$ cat src/rtl/lut_mult_seq_ctrl.sv
// Sequential 4 x BW-bit unsigned multiplier built around one shared 4b x 2b LUT.
// B is consumed two bits per cycle, LSB digit first, with shift-accumulate of partials.

module lut_multiplier_2b (
    input  logic       reset,
    input  logic [3:0] a,
    input  logic [1:0] b,
    output logic [5:0] p
);
    always_comb begin
        p = '0;
        if (!reset) begin
            case (b)
                2'd0:    p = '0;
                2'd1:    p = {2'b00, a};
                2'd2:    p = {1'b0, a, 1'b0};
                default: p = {2'b00, a} + {1'b0, a, 1'b0};
            endcase
        end
    end
endmodule

module lut_mult_seq_ctrl #(
    parameter int BW = 8
) (
    input  logic                              clk,
    input  logic                              reset,
    input  logic                              in_valid,
    output logic                              in_ready,
    input  logic [3:0]                        a,
    input  logic [BW-1:0]                     b,
    output logic                              out_valid,
    input  logic                              out_ready,
    output logic [BW+3:0]                     product,
    output logic                              busy,
    output logic [((BW/2 > 1) ? $clog2(BW/2) : 1)-1:0] digit
);
    localparam int ND = BW / 2;
    localparam int DW = (ND > 1) ? $clog2(ND) : 1;
    localparam int PW = BW + 4;

    typedef enum logic [1:0] {IDLE, RUN, DONE} state_t;

    state_t         state_q, state_d;
    logic [3:0]     a_q, a_d;
    logic [BW-1:0]  b_q, b_d;
    logic [PW-1:0]  acc_q, acc_d;
    logic [PW-1:0]  product_q, product_d;
    logic [DW-1:0]  digit_q, digit_d;

    logic [1:0]     lut_b;
    logic [5:0]     lut_p;
    logic [PW-1:0]  partial;

    lut_multiplier_2b u_lut (
        .reset (1'b0),
        .a     (a_q),
        .b     (lut_b),
        .p     (lut_p)
    );

    // Constant-index mux keeps the digit select free of variable part-selects.
    always_comb begin
        lut_b = 2'b00;
        for (int i = 0; i < ND; i++) begin
            if (digit_q == DW'(i)) lut_b = b_q[2*i +: 2];
        end
    end

    assign partial = PW'(lut_p) << {digit_q, 1'b0};

    always_comb begin
        state_d   = state_q;
        a_d       = a_q;
        b_d       = b_q;
        acc_d     = acc_q;
        product_d = product_q;
        digit_d   = digit_q;
        case (state_q)
            IDLE: begin
                if (in_valid) begin
                    a_d     = a;
                    b_d     = b;
                    acc_d   = '0;
                    digit_d = '0;
                    state_d = RUN;
                end
            end
            RUN: begin
                acc_d = acc_q + partial;
                if (digit_q == DW'(ND - 1)) begin
                    product_d = acc_q + partial;
                    digit_d   = '0;
                    state_d   = DONE;
                end else begin
                    digit_d = digit_q + 1'b1;
                end
            end
            DONE: begin
                if (out_ready) state_d = IDLE;
            end
            default: state_d = IDLE;
        endcase
    end

    always_ff @(posedge clk or negedge reset) begin
        if (!reset) begin
            state_q   <= IDLE;
            a_q       <= '0;
            b_q       <= '0;
            acc_q     <= '0;
            product_q <= '0;
            digit_q   <= '0;
        end else begin
            state_q   <= state_d;
            a_q       <= a_d;
            b_q       <= b_d;
            acc_q     <= acc_d;
            product_q <= product_d;
            digit_q   <= digit_d;
        end
    end

    // Handshake flags decode straight from the state flop, so nothing combinational reaches them.
    assign in_ready  = (state_q == IDLE);
    assign out_valid = (state_q == DONE);
    assign busy      = (state_q != IDLE);
    assign product   = product_q;
    assign digit     = digit_q;
endmodule

$ cat config.mk
export PLATFORM = sky130hd
export DESIGN_NAME = lut_mult_seq_ctrl
export DESIGN_NICKNAME = d
export VERILOG_FILES = /design/src/rtl/lut_mult_seq_ctrl.sv
export SDC_FILE = /design/constraint.sdc
export NUM_CORES = 1
export LEC_CHECK = 0
export ABC_CLOCK_PERIOD_IN_PS = 3750
export CAP_MARGIN = 25
export CELL_PAD_IN_SITES_DETAIL_PLACEMENT = 1
export CELL_PAD_IN_SITES_GLOBAL_PLACEMENT = 1
export CORE_ASPECT_RATIO = 1.75
export CORE_MARGIN = 2
export CORE_UTILIZATION = 39
export DETAILED_ROUTE_END_ITERATION = 8
export GPL_TIMING_DRIVEN = 1
export PLACE_DENSITY = 0.74
export REMOVE_ABC_BUFFERS = 1
export SYNTH_ARGS = -nofsm -noshare
export SYNTH_HDL_FRONTEND = slang
export SYNTH_SLANG_ARGS = --single-unit
export TNS_END_PERCENT = 1
$ cat constraint.sdc
create_clock -name clk -period 3.75 [get_ports clk]
set_input_delay 0.75 -clock clk [delete_from_list [all_inputs] [get_ports clk]]
set_output_delay 0.75 -clock clk [all_outputs]
set_load 0.05 [all_outputs]
==> run metrics, run 1 <==
status complete, but fails checks; failing checks setup timing; FF/Latch Area 1000 um2; total track usage 22.4%; RSZ-0062 raised after global routing true; Synth area leaders dfrtp_1 39%, ha_1 9.2%, mux2_2 6.6%; residual overflow from global routing 0; hold_buf cts 0; cells after synthesis 257; Slew Limit Fails 0; CP endpoint kind register; Synth Area in Compound Gates 17.6%; Filler cells 728; Synth area leader dfrtp_1; CP required 3.96 ns; final setup vio count 5; Min-Delay Startpoint product[9]$_DFFE_PN0P_; Post-DP Area 3300 um2; n_diodes 0; Syn Area/Cell 10.0 um2; Routed wire per std cell 19.5 um; EDFF count, synth 0; Yosys Warn Count 0; share of layout cells above drive strength 1 36.7%; Hold EP product[9]$_DFFE_PN0P_; ANT nets after route 0; largest net degree at the start of global routing 41; register area share after synthesis 38.9%; Initial Utilization 39.9%; Initial DRC Count 85; final WL 8390 um; Root Buffer clkbuf_16; Synth async-reset ratio 100%; hold path depth 2; Syn-to-layout area delta 47.3%; Relative slew margins 41.5%; Netlist Area Pre-Place 2570 um2; CTS tree done; fin crit period 4.04 ns; fin area 3790 um2; Main synth FF type dfrtp_1; Final Hold Fails 0; min-delay worst type reg -> reg; Cell Rows 39; Die Span X 65.4 um; Sink Count 40; crit path kind reg -> reg; global-route wire length before repair 12400 um; worst skew pair latency 0.29 ns; final setup margin -0.285 ns; dpl ws -0.408 ns; Multi-input gate area 1660 um2; Reg-to-Reg Start digit[1]$_DFFE_PN0P_; post-layout net count 385; FF-to-FF setup slack -0.29 ns; max-cap check violation count 0; worst r2r dst acc_q[11]$_DFFE_PN0P_; multiplexer share of the synthesized area 8.91%; drt pass-1 iters 4; TritonCTS Buffers 5; crit share post-route 108%; Simple-Gate Fraction of Synth Area 16.7%; Peak Freq 0.248 GHz; Final GP Congestion 0.826; XOR/XNOR share of the synthesized area 3.99%; main combinational cell family by area after synthesis compound AO/OA/AOI/OAI gates; adder-cell share of the synthesized area 10.8%; crit-path max FO 4; H-tree Lvls 2; # IOs 33; vias in the first global route 2590; Distinct cells, synth 48; Yosys top cell area share 38.9%; Worst Clk Skew 0.00413 ns; Die Area 7280 um2; DRC Markers 0; flops & latches, synth 40; Via-to-Cell Ratio 5.49; port bufs 32; R2R cell count 18; Core Region 6440 um2; worst endpoint data arrival time 4.24 ns; worst slew pin tran 0.878 ns; Final HPWL DP 5200 um; initial antenna violation count 0; CTS clk-pin slew, worst paths 0.06 ns; Die Span Y 111 um; Final Util 58.8%; Worst setup SP type register; Vias 2366; Clock Tree Buf Depth 2
## kinds of logic (layout without fill, tap and decap cells)
logic type	Yosys count	in the layout
compound gates	64	64
xor+xnor	10	10
fa+ha+maj	21	21
buf+inv	20	112
flops	40	40
mux	21	21
simple gates	81	81
## cells in the mapped netlist (2+ instances only)
cell type and number:
nor2_1 11, o31ai_1 2, mux2i_1 6, inv_1 9, nand3b_1 2, a21oi_1 10
or3_1 3, nor3b_1 2, clkbuf_1 9, xor2_1 4, a211oi_2 2, nor3_1 4
xnor2_1 5, o22ai_1 4, a21o_1 2, fa_1 2, a31oi_1 3, nand2b_1 6
nand3_1 18, o21ai_0 28, ha_1 19, mux2_2 15, a211oi_1 2, and3_1 2
dfrtp_1 40, nand2_1 25
## placed cells by master (no fill, tap or decap), types with 2 or more instances in the layout
cell type / count
nor3_1: 4
a21oi_2: 4
buf_4: 61
fa_1: 2
xor2_1: 3
nor2_1: 10
dfrtp_1: 39
ha_4: 4
nand3_1: 18
clkdlybuf4s50_1: 31
a21oi_1: 5
o21ai_1: 4
mux2_2: 15
clkbuf_16: 5
o31ai_1: 2
xnor2_1: 5
a21o_1: 2
nand3b_1: 2
or3_1: 2
nand2_1: 25
o21ai_0: 23
clkbuf_8: 2
inv_1: 7
a211oi_2: 3
o22ai_2: 2
nand2b_1: 6
mux2i_1: 3
o22ai_1: 2
mux2i_2: 2
ha_1: 14
a31oi_1: 3
## stage by stage
stage,instances,setup TNS [ns],hold WS [ns]
3_5_place_dp,407,-1.40,0.469
4_1_cts,424,-0.0630,0.483
2_1_floorplan,246,-5.26,0.447
3_3_place_gp,407,-0.373,0.460
5_1_grt,431,-2.12,0.513
6_report,431,-0.772,0.478
## registers in the layout, indices dropped and copies added, names as in the netlist
signal and cells:
state_q 2, product 12, b_q 8, a_q 4, digit 2, acc_q 12
## final cells by class
| cell class | instances | area share, % |
|---|---|---|
| clock inverter | 1 | 0.793 |
| sequential | 40 | 26.5 |
| timing repair buffer | 95 | 21.1 |
| clock buffer | 7 | 4.03 |
| inverter | 9 | 0.958 |
| multi-input combinational | 197 | 43.9 |
| tap | 82 | 2.71 |
## worst max-delay path, stage by stage, from the launching register on
cell and delay, ns:
dfrtp_1 0.40, inv_2 0.11, ha_4 0.20, nand3b_1 0.21, buf_4 0.17, a211oi_2 0.18, buf_4 0.16, mux2i_2 0.26
o22ai_2 0.13, buf_4 0.16, nand3_1 0.09, o21ai_0 0.11, ha_1 0.25, a21o_1 0.22, o2111a_2 0.30, o41ai_4 0.35
buf_4 0.18, mux2i_2 0.22, mux2i_1 0.23
## routing by layer
metal | track usage [%] | routed length (um) | up-vias
met5 | 0 | 0 | -
li1 | - | - | 1102
met4 | 10.7 | 414 | 0
met2 | 43.2 | 4860 | 56
met1 | 22.0 | 2910 | 1175
met3 | 3.54 | 204 | 33
## how the worst max path moves through the flow
stage / slack, ns / cells past startpoint / end / startpoint
3_3_place_gp: -0.20 / 15 / product[11]$_DFFE_PN0P_ / digit[1]$_DFFE_PN0P_
4_1_cts: -0.04 / 16 / acc_q[11]$_DFFE_PN0P_ / digit[1]$_DFFE_PN0P_
5_1_grt: -0.44 / 18 / acc_q[11]$_DFFE_PN0P_ / digit[1]$_DFFE_PN0P_
3_5_place_dp: -0.41 / 15 / product[11]$_DFFE_PN0P_ / digit[1]$_DFFE_PN0P_
6_report: -0.29 / 18 / acc_q[11]$_DFFE_PN0P_ / digit[1]$_DFFE_PN0P_
2_1_floorplan: -0.97 / 15 / product[11]$_DFFE_PN0P_ / digit[1]$_DFFE_PN0P_
## repair_timing
action / in CTS / in global routing
cloned: 0 / 0
resized for setup: 22 / 20
buffers inserted: 9 / 6
pin swaps: 13 / 16
endpoints found under the setup margin: 8 / 12
Power of run 1 is left out: the tool's default activity adds up to more than one toggle a clock period on the data nets, which glitch-free logic cannot reach.
==> run 2, diff against run 1 <==
--- a/config.mk
+++ b/config.mk
@@ -16,6 +16,7 @@
 export GPL_TIMING_DRIVEN = 1
 export PLACE_DENSITY = 0.74
 export REMOVE_ABC_BUFFERS = 1
+export SKIP_CTS_REPAIR_TIMING = 1
 export SYNTH_ARGS = -nofsm -noshare
 export SYNTH_HDL_FRONTEND = slang
 export SYNTH_SLANG_ARGS = --single-unit
==> run metrics, run 2 (synthesis gave the netlist of run 1 again) <==
Core Region 6440 um2 (unchanged); Reg-to-Reg Start digit[1]$_DFFE_PN0P_ (unchanged); failing checks setup timing (unchanged); Peak Freq 0.256 GHz (was 0.248 GHz); Die Span X 65.4 um (unchanged); Syn-to-layout area delta 40.2% (was 47.3%); Clock Tree Buf Depth 2 (unchanged); crit share post-route 104% (was 108%); Final HPWL DP 5200 um (unchanged); Die Area 7280 um2 (unchanged); crit-path max FO 4 (unchanged); CTS tree done (unchanged); CP endpoint acc_q[11]$_DFFE_PN0P_ (unchanged); largest net degree at the start of global routing 41 (unchanged); R2R cell count 16 (was 18); Min-Delay Startpoint product[9]$_DFFE_PN0P_ (unchanged); Vias 2281 (was 2366); Sink Count 40 (unchanged); worst endpoint data arrival time 4.11 ns (was 4.24 ns); CTS clk-pin slew, worst paths 0.06 ns (about the same); Fin Setup TNS -0.485 ns (was -0.772 ns); RSZ-0062 raised after global routing true (unchanged); Final GP Congestion 0.826 (unchanged); CP endpoint kind register (unchanged); DRC Markers 0 (unchanged); most frequent cells in the layout 51 x buf_4, 40 x dfrtp_1, 31 x clkdlybuf4s50_1, 26 x o21ai_0, 25 x nand2_1 (was 61 x buf_4, 39 x dfrtp_1, 31 x clkdlybuf4s50_1, 25 x nand2_1, 23 x o21ai_0); worst skew pair latency 0.29 ns (about the same); worst slew pin tran 0.866 ns (was 0.878 ns); global-route wire length before repair 11400 um (was 12400 um); initial antenna violation count 0 (unchanged); Relative slew margins 42.3% (was 41.5%); Initial DRC Count 82 (was 85); drt pass-1 iters 4 (unchanged); Routed wire per std cell 17.4 um (was 19.5 um); Multi-input gate area 1570 um2 (was 1660 um2); Die Span Y 111 um (unchanged); Worst setup SP type register (unchanged); Slew Limit Fails 0 (unchanged); H-tree Lvls 2 (unchanged); Worst setup startpoint digit[1]$_DFFE_PN0P_ (unchanged); final WL 7320 um (was 8390 um); worst r2r dst acc_q[11]$_DFFE_PN0P_ (unchanged); Root Buffer clkbuf_16 (unchanged); share of layout cells above drive strength 1 32.2% (was 36.7%); max-cap check violation count 0 (unchanged); Initial Utilization 39.9% (unchanged); final setup vio count 5 (unchanged); FF/Latch Area 1000 um2 (about the same); # IOs 33 (unchanged); Final Hold Fails 0 (unchanged); commonest non-fill, non-tap cell in the layout buf_4 (unchanged); post-layout net count 374 (was 385); final setup margin -0.153 ns (was -0.285 ns); Worst Clk Skew 0.00212 ns (was 0.00413 ns); residual overflow from global routing 0 (unchanged); TritonCTS Buffers 5 (unchanged); crit path kind reg -> reg (unchanged); port bufs 32 (unchanged); FF-to-FF setup slack -0.15 ns (was -0.29 ns); total track usage 20.3% (was 22.4%); Filler cells 738 (was 728); min-delay worst type reg -> reg (unchanged); fin crit period 3.90 ns (was 4.04 ns); Via-to-Cell Ratio 5.43 (was 5.49); CP required 3.96 ns (about the same); status complete, but fails checks (unchanged); n_diodes 0 (unchanged); Cell Rows 39 (unchanged); ANT nets after route 0 (unchanged); vias in the first global route 2458 (was 2590)
-- run 2: area by class of cell --
class / instances / area share, %
clock buffer: 7 / 4.23
clock inverter: 1 / 0.833
tap: 82 / 2.85
timing repair buffer: 84 / 19.8
sequential: 40 / 27.8
inverter: 9 / 0.937
multi-input combinational: 197 / 43.6
-- run 2: critical path: stages (launching register included) --
cell	delay, ns
dfrtp_1	0.41
buf_4	0.17
ha_4	0.18
nor3b_2	0.19
a211o_4	0.29
or3_4	0.37
a21oi_2	0.15
mux2i_1	0.11
o22ai_1	0.22
ha_1	0.30
a21oi_2	0.17
o31ai_2	0.10
o2111a_2	0.29
o41ai_4	0.26
buf_4	0.18
mux2i_2	0.23
mux2i_1	0.21
-- run 2: through the flow --
stage          hold slack, ns  std cells  util, %  cell area, um2  worst slack [ns]
6_report                0.478        420     56.0            3600            -0.153
5_1_grt                 0.509        420     56.0            3600            -0.404
4_1_cts                 0.483        415     54.0            3480            -0.423
3_5_place_dp            0.469        407     51.2            3300            -0.408
3_3_place_gp            0.460        407     51.2            3300            -0.198
2_1_floorplan           0.447        246        -            2520            -0.974
-- run 2: how the worst min path moves through the flow --
stage                                         to  slack [ns]  cells after the start
after floorplan               a_q[0]$_DFFE_PN0P_        0.45                      0
after global placement    product[6]$_DFFE_PN0P_        0.46                      2
after detailed placement  product[6]$_DFFE_PN0P_        0.47                      2
after CTS                 product[9]$_DFFE_PN0P_        0.48                      2
after global routing          b_q[5]$_DFFE_PN0P_        0.51                      1
final                     product[9]$_DFFE_PN0P_        0.48                      2
-- run 2: layer usage --
layer	vias to the layer above	wire length, um	share of wire, %	track usage, %
met4	0	218	3.0	7.92
met2	33	4410	60	40.0
met5	-	0	0	0
met3	17	118	1.6	3.03
li1	1080	-	-	-
met1	1151	2570	35	20.3
Power of run 2 is left out for the same reason.
==> run 3, diff against run 2 <==
--- a/config.mk
+++ b/config.mk
@@ -10,13 +10,15 @@
 export CELL_PAD_IN_SITES_DETAIL_PLACEMENT = 1
 export CELL_PAD_IN_SITES_GLOBAL_PLACEMENT = 1
 export CORE_ASPECT_RATIO = 1.75
-export CORE_MARGIN = 2
-export CORE_UTILIZATION = 39
+export CORE_MARGIN = 10
+export CORE_UTILIZATION = 45
 export DETAILED_ROUTE_END_ITERATION = 8
+export DONT_BUFFER_PORTS = 1
 export GPL_TIMING_DRIVEN = 1
 export PLACE_DENSITY = 0.74
 export REMOVE_ABC_BUFFERS = 1
 export SKIP_CTS_REPAIR_TIMING = 1
+export SLEW_MARGIN = 20
 export SYNTH_ARGS = -nofsm -noshare
 export SYNTH_HDL_FRONTEND = slang
 export SYNTH_SLANG_ARGS = --single-unit
==> run metrics, run 3 (synthesis gave the netlist of run 1 again) <==
CP endpoint kind register (unchanged); largest net degree at the start of global routing 41 (unchanged); Core Region 5540 um2 (was 6440 um2); Worst Clk Skew 0.00494 ns (was 0.00212 ns); Slew Limit Fails 0 (unchanged); Die Span X 77.1 um (was 65.4 um); Initial DRC Count 74 (was 82); total track usage 14.9% (was 20.3%); RSZ-0062 raised after global routing true (unchanged); crit-path max FO 5 (was 4); share of layout cells above drive strength 1 35.2% (was 32.2%); Sink Count 40 (unchanged); crit share post-route 109% (was 104%); final setup margin -0.348 ns (was -0.153 ns); crit path kind reg -> reg (unchanged); Cell Rows 36 (was 39); Peak Freq 0.244 GHz (was 0.256 GHz); Vias 2164 (was 2281); H-tree Lvls 2 (unchanged); post-layout net count 343 (was 374); Root Buffer clkbuf_8 (was clkbuf_16); worst slew pin tran 0.651 ns (was 0.866 ns); worst skew pair latency 0.30 ns (was 0.29 ns); n_diodes 0 (unchanged); min-delay worst type in -> async (was reg -> reg); Fin Setup TNS -1.03 ns (was -0.485 ns); Routed wire per std cell 19.7 um (was 17.4 um); Syn-to-layout area delta 26.5% (was 40.2%); CTS tree done (unchanged); port bufs 0 (was 32); Worst setup SP type register (unchanged); CP required 3.93 ns (was 3.96 ns); ANT nets after route 0 (unchanged); residual overflow from global routing 0 (unchanged); M1 WL 2630 um (was 2570 um); Final Util 58.7% (was 56.0%); final setup vio count 5 (unchanged); Relative slew margins 56.5% (was 42.3%); Clock Tree Buf Depth 2 (unchanged); final WL 7540 um (was 7320 um); R2R cell count 16 (unchanged); most frequent cells in the layout 51 x buf_4, 39 x dfrtp_1, 28 x o21ai_0, 24 x nand2_1, 18 x nand3_1 (was 51 x buf_4, 40 x dfrtp_1, 31 x clkdlybuf4s50_1, 26 x o21ai_0, 25 x nand2_1); global-route wire length before repair 11300 um (was 11400 um); failing checks setup timing (unchanged); initial antenna violation count 0 (unchanged); TritonCTS Buffers 5 (unchanged); placed instance count 368 (was 407); drt pass-1 iters 4 (unchanged); Initial Utilization 46.4% (was 39.9%); CTS clk-pin slew, worst paths 0.08 ns (was 0.06 ns); Die Area 9260 um2 (was 7280 um2); vias in the first global route 2371 (was 2458); Final HPWL DP 5160 um (was 5200 um); Die Span Y 120 um (was 111 um); status complete, but fails checks (unchanged); # IOs 33 (unchanged); DR WL met3 369 um (was 118 um); DRC Markers 0 (unchanged); commonest non-fill, non-tap cell in the layout buf_4 (unchanged); Via-to-Cell Ratio 5.65 (was 5.43); worst endpoint data arrival time 4.28 ns (was 4.11 ns); Final GP Congestion 0.878 (was 0.826); max-cap check violation count 0 (unchanged); Top Metal Used met4 (unchanged); Met2 Routed Length 4270 um (was 4410 um); Final Hold Fails 0 (unchanged); Non-Filler Instances 383 (was 420); fin crit period 4.10 ns (was 3.90 ns)
==> run 3: cell count changes in the layout (fill, tap and decap cells not counted), sizes merged <==
cell           delta
clkinv            +1
clkdlybuf4s50    -31
clkbuf            -1
==> run 3: layout make-up <==
class / count / area, um2
well taps: 76 / 95.1
multi-input cells: 197 / 1590
repair buffers: 53 / 423
fillers: 613 / 2290
clock inverters: 2 / 35.0
clock buffers: 6 / 72.6
inverters: 9 / 36.3
flip-flops and latches: 40 / 1000
==> run 3: worst max-delay path, cell delays in order, from the launching register on <==
cell	delay, ns
dfrtp_2	0.48
buf_12	0.15
ha_4	0.17
buf_4	0.16
a2111oi_4	0.44
buf_4	0.21
o21ai_0	0.12
a21oi_2	0.21
o22ai_1	0.14
o21ai_0	0.32
ha_1	0.31
o21ai_0	0.18
nand2b_1	0.08
o2111a_2	0.18
o41ai_4	0.25
xor3_1	0.29
mux2_2	0.28
==> run 3: routing by layer <==
layer  vias up  GRT usage (%)
li1       1021              -
met1      1077           13.3
met2        44           28.7
met3        22           4.56
met4         0           7.57
met5         -              0
==> run 3: worst paths after layout <==
kind                                            start                      end  slack, ns
worst max-delay path             digit[0]$_DFFE_PN0P_  product[11]$_DFFE_PN0P_      -0.35
worst max register to register   digit[0]$_DFFE_PN0P_  product[11]$_DFFE_PN0P_      -0.35
worst min-delay path                            reset   product[2]$_DFFE_PN0P_       0.14
max in group asynchronous                       reset     digit[0]$_DFFE_PN0P_       3.53
worst min register to register  acc_q[11]$_DFFE_PN0P_    acc_q[11]$_DFFE_PN0P_       0.50
min in group clk                acc_q[11]$_DFFE_PN0P_    acc_q[11]$_DFFE_PN0P_       0.50
==> run 3: stage by stage <==
stage,cell area [um2],setup WS [ns],hold slack [ns]
final,3250,-0.348,0.136
after global routing,3250,-0.529,0.120
after CTS,3070,-0.547,0.132
after detailed placement,2970,-0.530,0.457
after global placement,2970,-0.347,0.456
after floorplan,2520,-0.974,0.447
Power of run 3 is left out for the same reason.
